**config.mk**
```make
export PLATFORM = sky130hd
export DESIGN_NAME = fft_stage_sequencer
export DESIGN_NICKNAME = d
export VERILOG_FILES = /design/src/rtl/fft_pkg.sv /design/src/rtl/fft_addr_gen.sv /design/src/rtl/fft_stage_sequencer.sv
export SDC_FILE = /design/constraint.sdc
export NUM_CORES = 1
export LEC_CHECK = 0
export ABC_AREA = 1
export ABC_CLOCK_PERIOD_IN_PS = 4100
export BUFFER_PORTS_ARGS = -buffer_cell sky130_fd_sc_hd__clkbuf_2
export CORE_UTILIZATION = 40
export DETAILED_ROUTE_END_ITERATION = 8
export PLACE_DENSITY = 0.59
export SLEW_MARGIN = 15
export SYNTH_ARGS = -nofsm -noshare
export SYNTH_HDL_FRONTEND = slang
export SYNTH_SLANG_ARGS = --single-unit
```
**constraint.sdc**
```tcl
create_clock -name clk -period 4.1 [get_ports clk]
set_input_delay 0.205 -clock clk [delete_from_list [all_inputs] [get_ports clk]]
set_output_delay 0.205 -clock clk [all_outputs]
set_load 0.1 [all_outputs]
```
**src/rtl/fft_pkg.sv**
```systemverilog
// Shared types and constants for the radix-2 FFT stage sequencer.
package fft_pkg;

    typedef enum logic [1:0] {IDLE, ISSUE, DRAIN, DONE} state_t;

    localparam int MEM_LAT_DEF  = 1;
    localparam int BFLY_LAT_DEF = 4;
    localparam int PIPE_LAT     = MEM_LAT_DEF + BFLY_LAT_DEF;

    function automatic int pipe_lat(input int mem_lat, input int bfly_lat);
        return mem_lat + bfly_lat;
    endfunction

    // Butterfly index width: N/2 butterflies per stage.
    function automatic int bidx_w(input int log2n);
        return log2n - 1;
    endfunction

    function automatic int cnt_w(input int n);
        return (n < 2) ? 1 : $clog2(n);
    endfunction

endpackage

```
**src/rtl/fft_addr_gen.sv**
```systemverilog
// Combinational (stage, butterfly) -> operand and twiddle address mapping for in-place DIT.
module fft_addr_gen #(
    parameter int LOG2N = 3
) (
    input  logic [LOG2N-1:0] stage_i,
    input  logic [LOG2N-2:0] bfly_i,
    output logic [LOG2N-1:0] addr_a_o,
    output logic [LOG2N-1:0] addr_b_o,
    output logic [LOG2N-2:0] tw_addr_o
);

    logic [LOG2N-1:0] half;
    logic [LOG2N-1:0] bx;
    logic [LOG2N-2:0] kmask;
    logic [LOG2N-2:0] k;

    // addr_a is b with a zero bit inserted at position s; addr_b sets that bit.
    always_comb begin
        half      = LOG2N'(1) << stage_i;
        kmask     = (LOG2N-1)'(half - LOG2N'(1));
        k         = bfly_i & kmask;
        bx        = {1'b0, bfly_i};
        addr_a_o  = ((bx >> stage_i) << (stage_i + LOG2N'(1))) | {1'b0, k};
        addr_b_o  = addr_a_o | half;
        tw_addr_o = k << (LOG2N - 1 - int'(stage_i));
    end

endmodule

```
**src/rtl/fft_stage_sequencer.sv**
```systemverilog
// Butterfly scheduler for an in-place radix-2 DIT FFT: read issue, drain, delayed write-back.
module fft_stage_sequencer
    import fft_pkg::*;
#(
    parameter int LOG2N    = 3,
    parameter int MEM_LAT  = MEM_LAT_DEF,
    parameter int BFLY_LAT = BFLY_LAT_DEF
) (
    input  logic             clk,
    input  logic             rst_n,
    input  logic             start,
    output logic             busy,
    output logic             done,
    output logic [LOG2N-1:0] stage,
    output logic             rd_en,
    output logic [LOG2N-1:0] rd_addr_a,
    output logic [LOG2N-1:0] rd_addr_b,
    output logic [LOG2N-2:0] tw_addr,
    output logic             wr_en,
    output logic [LOG2N-1:0] wr_addr_x,
    output logic [LOG2N-1:0] wr_addr_y
);

    localparam int PL = pipe_lat(MEM_LAT, BFLY_LAT);
    localparam int BW = bidx_w(LOG2N);
    localparam int DW = cnt_w(PL);
    localparam logic [BW-1:0]    B_LAST = '1;
    localparam logic [LOG2N-1:0] S_LAST = LOG2N'(LOG2N - 1);
    localparam logic [DW-1:0]    D_LAST = DW'(PL - 1);

    state_t           state_q, state_d;
    logic [LOG2N-1:0] s_q, s_d;
    logic [BW-1:0]    b_q, b_d;
    logic [DW-1:0]    dcnt_q, dcnt_d;

    logic [LOG2N-1:0] ga, gb;
    logic [LOG2N-2:0] gtw;

    logic [PL-1:0]            vld_pipe_q;
    logic [PL-1:0][LOG2N-1:0] a_pipe_q;
    logic [PL-1:0][LOG2N-1:0] b_pipe_q;

    fft_addr_gen #(.LOG2N(LOG2N)) u_agen (
        .stage_i   (s_q),
        .bfly_i    (b_q),
        .addr_a_o  (ga),
        .addr_b_o  (gb),
        .tw_addr_o (gtw)
    );

    always_comb begin
        state_d = state_q;
        s_d     = s_q;
        b_d     = b_q;
        dcnt_d  = dcnt_q;
        rd_en   = 1'b0;
        busy    = 1'b0;
        done    = 1'b0;
        case (state_q)
            IDLE: begin
                if (start) begin
                    state_d = ISSUE;
                    s_d     = '0;
                    b_d     = '0;
                end
            end
            ISSUE: begin
                rd_en = 1'b1;
                busy  = 1'b1;
                if (b_q == B_LAST) begin
                    state_d = DRAIN;
                    dcnt_d  = '0;
                end else begin
                    b_d = b_q + BW'(1);
                end
            end
            DRAIN: begin
                busy = 1'b1;
                // Hold off the next stage until its inputs have been written back.
                if (dcnt_q == D_LAST) begin
                    if (s_q == S_LAST) begin
                        state_d = DONE;
                    end else begin
                        state_d = ISSUE;
                        s_d     = s_q + LOG2N'(1);
                        b_d     = '0;
                    end
                end else begin
                    dcnt_d = dcnt_q + DW'(1);
                end
            end
            DONE: begin
                done    = 1'b1;
                state_d = IDLE;
            end
            default: state_d = IDLE;
        endcase
    end

    always_ff @(posedge clk) begin
        if (!rst_n) begin
            state_q    <= IDLE;
            s_q        <= '0;
            b_q        <= '0;
            dcnt_q     <= '0;
            vld_pipe_q <= '0;
            a_pipe_q   <= '0;
            b_pipe_q   <= '0;
        end else begin
            state_q       <= state_d;
            s_q           <= s_d;
            b_q           <= b_d;
            dcnt_q        <= dcnt_d;
            vld_pipe_q[0] <= rd_en;
            a_pipe_q[0]   <= rd_addr_a;
            b_pipe_q[0]   <= rd_addr_b;
            for (int i = 1; i < PL; i++) begin
                vld_pipe_q[i] <= vld_pipe_q[i-1];
                a_pipe_q[i]   <= a_pipe_q[i-1];
                b_pipe_q[i]   <= b_pipe_q[i-1];
            end
        end
    end

    // Addresses are forced to zero outside ISSUE so idle pipe slots carry zeros.
    assign rd_addr_a = rd_en ? ga  : '0;
    assign rd_addr_b = rd_en ? gb  : '0;
    assign tw_addr   = rd_en ? gtw : '0;
    assign stage     = s_q;
    assign wr_en     = vld_pipe_q[PL-1];
    assign wr_addr_x = a_pipe_q[PL-1];
    assign wr_addr_y = b_pipe_q[PL-1];

endmodule

```
==> results of run 1 <==
[sequential cells by signal (all words and copies together), names as in the netlist]
register,flops
a_pipe_q,12
dcnt_q,3
b_pipe_q,12
stage,3
vld_pipe_q,5
b_q,2
wr_addr_x,3
wr_addr_y,3
state_q,2
[metal layers]
metal / up-vias / GRT usage, % / share of wire (%)
li1: 736 / - / -
met1: 593 / 13.4 / 48
met2: 19 / 21.2 / 47
met3: 8 / 3.38 / 3.0
met4: 0 / 7.84 / 2.6
met5: - / 0 / 0
[cell usage after synthesis]
master | number | area share, %
a21oi_1 | 6 | 1.6
a21oi_2 | 3 | 1.4
buf_2 | 5 | 1.3
buf_4 | 6 | 2.3
buf_6 | 2 | 1.2
clkbuf_1 | 1 | 0.19
dfxtp_1 | 45 | 47
ha_1 | 11 | 7.1
inv_1 | 46 | 8.9
inv_2 | 2 | 0.39
inv_4 | 1 | 0.32
nand2_1 | 63 | 12
nand2_2 | 5 | 1.6
nand2_4 | 2 | 1.2
nand3_1 | 12 | 3.1
nand3b_1 | 1 | 0.39
nor2_1 | 16 | 3.1
nor2_2 | 3 | 0.97
nor2_8 | 2 | 2.1
nor3_1 | 1 | 0.26
nor3b_2 | 1 | 0.65
nor4_1 | 1 | 0.32
o21ai_0 | 4 | 1.0
o21ai_2 | 1 | 0.45
or2_1 | 1 | 0.32
xnor2_1 | 1 | 0.45
xor2_1 | 1 | 0.45
[worst paths after layout]
check,from,endpoint,slack [ns],cells past startpoint
worst min-delay path,start,state_q[0],0.40,6
worst min register to register,vld_pipe_q[1],vld_pipe_q[2],0.41,2
worst max register to register,state_q[1],dcnt_q[2],2.39,8
worst max-delay path,stage[0],rd_addr_b[2],1.54,8
[logic make-up (layout without fill, tap and decap cells)]
| kind of cell | after synthesis | after routing | share of synthesized area [%] |
|---|---|---|---|
| simple gates | 108 | 108 | 26.2 |
| buf+inv | 63 | 80 | 14.6 |
| flops | 45 | 45 | 46.7 |
| compound gates | 14 | 14 | 4.41 |
| fa+ha+maj | 11 | 11 | 7.13 |
| xor+xnor | 2 | 2 | 0.907 |
[final cells by class]
cell class                      count  area [um^2]  share of cell area [%]
Inverter                           49          186                    8.83
Sequential cell                    45          901                    42.7
Clock buffer                        5         68.8                    3.26
Multi-Input combinational cell    135          753                    35.7
Timing Repair Buffer               23          115                    5.45
Tap cell                           52         65.1                    3.08
Clock inverter                      3         21.3                    1.01
[report_power, final]
group	switching (mW)	internal (mW)	total [mW]
clock	0.150	0.121	0.271
combinational	0.407	0.117	0.524
sequential	0.0293	0.474	0.503
[worst max-delay path, cell delays in order, from the launching register on]
cell and delay (ns):
dfxtp_1 0.57, inv_2 0.12, ha_1 0.38, xnor2_1 0.16
nand3b_1 0.15, nand2_1 0.08, nand2_1 0.07, inv_1 0.08
clkbuf_2 0.45
==> run_results.csv, run 1 <==
group,metric,value,unit
finish,layout-drive-gt1-share,20.0,%
critical_path,crit_path_start_kind,"register",
finish,layout.cells.non_filler,312,
power,peakVddDrop,0.407,mV
clock_network,post_cts_buffers,0,
clock_network,clkSinkCount,45,
timing,min_period,2.56,ns
critical_path,required,3.89,ns
routing,first_pass_iters,4,
routing,num_vias,1356,
floorplan,boundaryPins,24,
global_routing,antenna_found_initial,0,
clock_network,clk_path_buf_depth,2,
placed_design,hpwl,1.99,mm
timing,setup_viol,0,
floorplan,core,4500,um^2
timing,hold_viol_final,0,
logic_synthesis,ys_types,27,
timing,skew,0.00544,ns
finish,syn_to_final_growth,9.33,%
global_routing,grt_pass1_wl,4.80,mm
logic_synthesis,ys_warn_count,0,
logic_synthesis,ys_seq_elements,45,
clock_network,cts-root-buf,"clkbuf_8",
routing,routedWlPerCell,9.25,um
timing,fin_crit_sh,62.4,%
finish,antenna_cells,0,
clock_network,cts_buffers,5,
global_routing,grt_usage,12.3,%
logic_synthesis,avgSynthCellArea,7.94,um^2
power,leakagePower,1.21,nW
logic_synthesis,syn-num-nets,257,
finish,fin_area,2110,um^2
clock_network,cts_resized,0,
timing,max-slew-margin-rel,59.7,%
clock_network,htreeDepth,2,
routing,drc,0,
timing,slew_violations,0,
placed_design,dp_slack,1.87,ns
global_routing,first_global_vias,1166,
finish,n_fill_cell,463,
placed_design,port-buffer-count,23,
finish,final_common_cell,"nand2_1",
timing,grt_setup_unrepaired,"false",
power,power.density,615,nW/um^2
clock_network,tritoncts,"built",
worst_hold_path,min_path_type,"primary input to register",
finish,layout_common_cells,"63 x nand2_1, 46 x inv_1, 45 x dfxtp_1, 23 x clkbuf_2, 16 x nor2_1",
routing,ant_nets,0,
job,max-cap-violations,0,
timing,worst_slew_pin_slew,0.605,ns
routing,routed_wl,2.89,mm
timing,clock.fmax,391,MHz
critical_path,criticalPathCategory,"register to output port",
clock_network,ctsHoldBuffers,0,
logic_synthesis,synthCells,243,
floorplan,die_w,71.5,um
floorplan,placementRows,24,
power,power,1.30,mW
finish,nNetsFinal,273,
logic_synthesis,netlist_area,1930,um^2
clock_network,clock_latency,0.30,ns
floorplan,start_util,42.9,%
timing,tns,0,ns
clock_network,clk_pin_slew_worst_paths,0.09,ns
floorplan,die_h,71.5,um
timing,hold_ws,0.397,ns
placed_design,place_area,2020,um^2
logic_synthesis,yosysSeqAreaShare,46.7,%
critical_path,end_kind,"output port",
critical_path,cp_max_fo,10,
critical_path,cp_data_arrival_time,2.35,ns
outcome,outcome,"finished, final reports clean",
floorplan,dieArea,5110,um^2
global_routing,overflow,0,
routing,viasPerCell,4.35,
routing,dr.first_iter.drc_count,40,
placed_design,place_congestion,0.799,
finish,final_util,46.9,%
placed_design,dp.cells,304,
timing,setup_ws,1.54,ns
global_routing,grt_max_degree,34,
No activity file was read; power rests on OpenSTA's default activity.
==> inputs of run 2 (changes only) <==
--- a/config.mk
+++ b/config.mk
@@ -6,11 +6,11 @@
 export NUM_CORES = 1
 export LEC_CHECK = 0
 export ABC_AREA = 1
-export ABC_CLOCK_PERIOD_IN_PS = 4100
+export ABC_CLOCK_PERIOD_IN_PS = 2050
 export BUFFER_PORTS_ARGS = -buffer_cell sky130_fd_sc_hd__clkbuf_2
 export CORE_UTILIZATION = 40
 export DETAILED_ROUTE_END_ITERATION = 8
-export PLACE_DENSITY = 0.59
+export PLACE_DENSITY = 0.61
 export SLEW_MARGIN = 15
 export SYNTH_ARGS = -nofsm -noshare
 export SYNTH_HDL_FRONTEND = slang
==> constraint.sdc (replaced) <==
create_clock -name clk -period 2.05 [get_ports clk]
set_input_delay 0.1025 -clock clk [delete_from_list [all_inputs] [get_ports clk]]
set_output_delay 0.1025 -clock clk [all_outputs]
set_load 0.1 [all_outputs]
==> run 2 against run 1 <==
- routed wire length rose by 5.9%
- clock power grew 130%
- critical path type unchanged
- die area unchanged
- sequential power rose by 100%
- register-to-register slack got worse by 2.0 ns
- setup slack worse by 1.4 ns
- core utilization rose by 3.5 points
- count of clock-buffer cells in the layout up 2
==> run_results.csv, run 2 (synthesis gave the netlist of run 1 again) <==
group,metric,value,unit
clock_network,htreeDepth,2,
timing,hold_viol_final,0,
finish,nNetsFinal,275,
critical_path,r2r_cells,8,
critical_path,critPathSlowestCell,"dfxtp_4",
clock_network,cts_buffers,5,
placed_design,place_congestion,0.834,
critical_path,criticalPathCategory,"register to output port",
timing,skew,0.00770,ns
placed_design,port-buffer-count,23,
routing,dr.first_iter.drc_count,58,
finish,layout.cells.non_filler,314,
timing,worst_slew_pin_slew,0.540,ns
worst_hold_path,min_delay_path_depth,3,
clock_network,clkSinkCount,45,
routing,first_pass_iters,4,
global_routing,grt_pass1_wl,5.31,mm
global_routing,overflow,0,
routing,drc,0,
finish,layout-drive-gt1-share,24.4,%
floorplan,boundaryPins,24,
power,power.density,1230,nW/um^2
timing,clock.fmax,517,MHz
critical_path,critical_path.max_stage_delay,0.43,ns
finish,multi_input_area,810,um^2
finish,n_fill_cell,433,
critical_path,required,1.95,ns
clock_network,cts-root-buf,"clkbuf_8",
routing,ant_nets,0,
placed_design,dp.cells,305,
worst_hold_path,min-delay-start,"rst_n",
finish,final_util,50.4,%
power,power,2.79,mW
global_routing,grt_usage,13.5,%
critical_path,worstPathCellList,"inv_2, ha_4, xnor2_1, nand3b_1, buf_4, nor2_4, buf_12",
finish,antenna_cells,0,
finish,layout_common_cells,"60 x nand2_1, 45 x inv_1, 42 x dfxtp_1, 15 x clkbuf_2, 14 x nor2_1",
critical_path,worstReg2RegStart,"state_q[0]",
finish,final_common_cell,"nand2_1",
timing,tns,0,ns
routing,routed_wl,3.05,mm
clock_network,ctsHoldBuffers,0,
placed_design,hpwl,2.17,mm
critical_path,crit_path_start_kind,"register",
floorplan,start_util,42.9,%
worst_hold_path,min_path_type,"primary input to register",
power,leakagePower,1.25,nW
timing,min_period,1.93,ns
job,max-cap-violations,0,
timing,setup_viol,0,
outcome,outcome,"finished, final reports clean",
clock_network,tritoncts,"built",
critical_path,cp_max_fo,10,
critical_path,cp-startpoint,"stage[0]",
floorplan,die_h,71.5,um
routing,routedWlPerCell,9.73,um
global_routing,antenna_found_initial,0,
routing,num_vias,1400,
floorplan,placementRows,24,
timing,fin_crit_sh,94.3,%
finish,syn_to_final_growth,17.5,%
critical_path,end_kind,"output port",
clock_network,clock_latency,0.30,ns
global_routing,grt_max_degree,23,
power,peakVddDrop,1.31,mV
timing,slew_violations,0,
timing,hold_ws,0.157,ns
clock_network,clk_pin_slew_worst_paths,0.09,ns
critical_path,cp_data_arrival_time,1.83,ns
finish,top_regs,"a_pipe_q (12), b_pipe_q (12), vld_pipe_q (5)",
floorplan,core,4500,um^2
floorplan,die_w,71.5,um
routing,viasPerCell,4.46,
finish,seq_area,910,um^2
global_routing,first_global_vias,1281,
clock_network,clk_path_buf_depth,2,
timing,max-slew-margin-rel,64.1,%
floorplan,dieArea,5110,um^2
[run 2: where the power goes]
part / leakage, nW / internal (mW) / switching, mW
Clock: 0.0536 / 0.317 / 0.300
Sequential: 0.366 / 0.947 / 0.0665
Combinational: 0.827 / 0.306 / 0.858
[run 2: worst paths after layout]
check                  to  slack, ns
max          rd_addr_a[2]       0.12
min           b_pipe_q[3]       0.16
max reg2reg     dcnt_q[2]       0.42
min reg2reg   a_pipe_q[7]       0.41
[run 2: metrics by stage]
stage               setup slack, ns  instance area (um^2)
finish                        0.117                  2270
global route               -0.00613                  2270
CTS                          0.0394                  2260
detailed placement            0.387                  2150
global placement              0.415                  2150
floorplan                    -0.156                  2010
[run 2: worst max-delay path, delay by kind of cell, from the launching register on]
kind	cells	cell delay, ns
DFF	1	0.43
buffers and inverters	3	0.43
adders and majority gates	1	0.31
and+or+nand+nor	2	0.24
xor gates and xnor gates	1	0.12
[run 2: final cells by class]
cell class	instances	share of cell area (%)
Tap cell	52	2.87
Timing Repair Buffer	25	8.27
Sequential cell	45	40.1
Inverter	49	8.38
Multi-Input combinational cell	135	35.7
Clock inverter	1	0.386
Clock buffer	7	4.30
[run 2: metal layers]
metal / GRT usage (%) / vias to the layer above / share of wire (%)
met1: 14.9 / 622 / 45
met5: 0 / - / 0
met3: 3.38 / 8 / 3.3
met4: 6.54 / 0 / 2.2
li1: - / 744 / -
met2: 24.3 / 26 / 49
[run 2: repair_timing]
| action | 4_1_cts | 5_1_grt |
|---|---|---|
| endpoints found under the setup margin | 0 | 1 |
| setup buffers | 0 | 1 |
| resized for setup | 0 | 0 |
==> inputs of run 3 (changes only) <==
--- a/config.mk
+++ b/config.mk
@@ -11,6 +11,7 @@
 export CORE_UTILIZATION = 40
 export DETAILED_ROUTE_END_ITERATION = 8
 export PLACE_DENSITY = 0.61
+export REMOVE_ABC_BUFFERS = 1
 export SLEW_MARGIN = 15
 export SYNTH_ARGS = -nofsm -noshare
 export SYNTH_HDL_FRONTEND = slang
==> run 3 against run 2 <==
- cell area increased by 1.5%
- critical path type unchanged
- setup slack gained 0.028 ns
- cell count grew 0.32%
- critical endpoint is now rd_addr_b[2]
==> run_results.csv, run 3 (synthesis gave the netlist of run 1 again) <==
group,metric,value,unit
finish,layout-drive-gt1-share,22.1,%
floorplan,die_w,71.5,um
critical_path,crit_path_start_kind,"register",
global_routing,grt_max_degree,22,
timing,hold_viol_final,0,
critical_path,cp_data_arrival_time,1.80,ns
routing,routedWlPerCell,9.58,um
critical_path,r2r_cells,8,
clock_network,clock_latency,0.29,ns
clock_network,post_cts_buffers,0,
finish,syn_to_final_growth,19.3,%
timing,clock.fmax,525,MHz
clock_network,cts-root-buf,"clkbuf_8",
power,peakVddDrop,1.26,mV
timing,fin_crit_sh,92.9,%
clock_network,clk_path_buf_depth,2,
critical_path,reg2reg_to,"dcnt_q[0]",
power,power,2.86,mW
finish,top_regs,"a_pipe_q (12), b_pipe_q (12), vld_pipe_q (5)",
placed_design,dp.cells,307,
power,pwr-share-clk,22.8,%
power,sw_frac_of_total,41.9,%
timing,slew_violations,0,
outcome,outcome,"finished, final reports clean",
finish,final_common_cell,"nand2_1",
placed_design,place_congestion,0.873,
clock_network,tritoncts,"built",
routing,routed_wl,3.02,mm
critical_path,cp-startpoint,"stage[0]",
critical_path,cp_max_fo,10,
clock_network,clkSinkCount,45,
global_routing,grt_pass1_wl,5.35,mm
clock_network,cts_resized,4,
power,p_switching,1.20,mW
critical_path,crit_end,"rd_addr_b[2]",
routing,ant_nets,0,
critical_path,worstReg2RegStart,"state_q[0]",
routing,drc,0,
routing,num_vias,1401,
routing,dr.first_iter.drc_count,65,
routing,viasPerCell,4.45,
critical_path,required,1.95,ns
power,p_comb_share,41.9,%
timing,setup_viol,0,
power,leakagePower,1.27,nW
finish,antenna_cells,0,
floorplan,core,4500,um^2
clock_network,clk_pin_slew_worst_paths,0.08,ns
critical_path,criticalPathCategory,"register to output port",
clock_network,htreeDepth,2,
timing,worst_slew_pin_slew,0.542,ns
floorplan,die_h,71.5,um
critical_path,end_kind,"output port",
power,p_int,1.66,mW
floorplan,dieArea,5110,um^2
power,power.density,1240,nW/um^2
global_routing,antenna_found_initial,0,
global_routing,first_global_vias,1243,
placed_design,place_area,2160,um^2
finish,nNetsFinal,276,
timing,min_period,1.90,ns
floorplan,start_util,42.9,%
floorplan,boundaryPins,24,
power,sequentialPowerShare,35.4,%
critical_path,ff2ff_setup_slack,0.38,ns
finish,layout.cells.non_filler,315,
finish,fin_area,2300,um^2
worst_hold_path,min_path_type,"primary input to register",
timing,max-slew-margin-rel,64.0,%
global_routing,grt_usage,13.1,%
finish,layout_common_cells,"63 x nand2_1, 46 x inv_1, 43 x dfxtp_1, 15 x nor2_1, 15 x clkbuf_2",
placed_design,hpwl,2.14,mm
clock_network,cts_buffers,5,
placed_design,port-buffer-count,23,
floorplan,placementRows,24,
timing,grt_setup_unrepaired,"false",
clock_network,ctsHoldBuffers,0,
timing,skew,0.00757,ns
routing,first_pass_iters,4,
global_routing,overflow,0,
job,max-cap-violations,0,
==> run 3: cell types whose count changed in the layout (fill, tap and decap cells not counted), moves of 2 or more <==
cell     previous run  this run
buf_4               7         3
nand2_2             7         5
nand2_1            60        63
buf_12              3         8
==> run 3: per-layer routing <==
metal	vias up	global-route usage, %	share of wire (%)
li1	744	-	-
met1	625	15.3	45
met2	30	23.7	50
met3	2	3.38	4.6
met4	0	3.92	0.56
met5	-	0	0
==> run 3: worst min-delay path by stage <==
stage / from / end / slack [ns] / cells after the start
3_3_place_gp: b_pipe_q[7] / b_pipe_q[10] / 0.39 / 2
4_1_cts: rst_n / b_pipe_q[5] / 0.17 / 3
2_1_floorplan: rst_n / a_pipe_q[10] / 0.20 / 2
3_5_place_dp: a_pipe_q[0] / a_pipe_q[3] / 0.40 / 2
5_1_grt: rst_n / b_pipe_q[5] / 0.18 / 3
6_report: rst_n / a_pipe_q[4] / 0.17 / 3
==> run 3: through the flow <==
| step | util (%) | setup TNS, ns | hold WS, ns | worst slack, ns |
|---|---|---|---|---|
| 2_1_floorplan | - | -9.11 | 0.196 | -2.72 |
| 3_3_place_gp | 47.9 | 0 | 0.392 | 0.238 |
| 3_5_place_dp | 47.9 | 0 | 0.396 | 0.175 |
| 4_1_cts | 50.5 | 0 | 0.167 | 0.0507 |
| 5_1_grt | 51.1 | 0 | 0.185 | 0.0410 |
| 6_report | 51.1 | 0 | 0.174 | 0.146 |
==> run 3: critical path: stages (launching register included) <==
cell and delay [ns]:
dfxtp_4 0.41, inv_2 0.09, ha_4 0.29, xnor2_1 0.11, nand3b_1 0.16, nand2_1 0.09
nand2_1 0.08, inv_1 0.10, buf_12 0.18
==> run 3: power by group through the flow <==
stage                     Clock, mW  Combinational [mW]  Sequential [mW]
after CTS                     0.677                1.18             1.01
after global routing          0.712                1.29             1.02
after detailed placement          0                1.17             1.03
after global placement            0                1.17             1.03
after floorplan                   0               0.885             1.04
final                         0.652                1.20             1.01
==> run 3: layout make-up <==
type | count | area (um^2)
fillers | 443 | 2200
flip-flops and latches | 45 | 908
multi-input cells | 135 | 774
repair buffers | 26 | 258
inverters | 49 | 186
clock buffers | 6 | 72.6
well taps | 52 | 65.1
clock inverters | 2 | 38.8
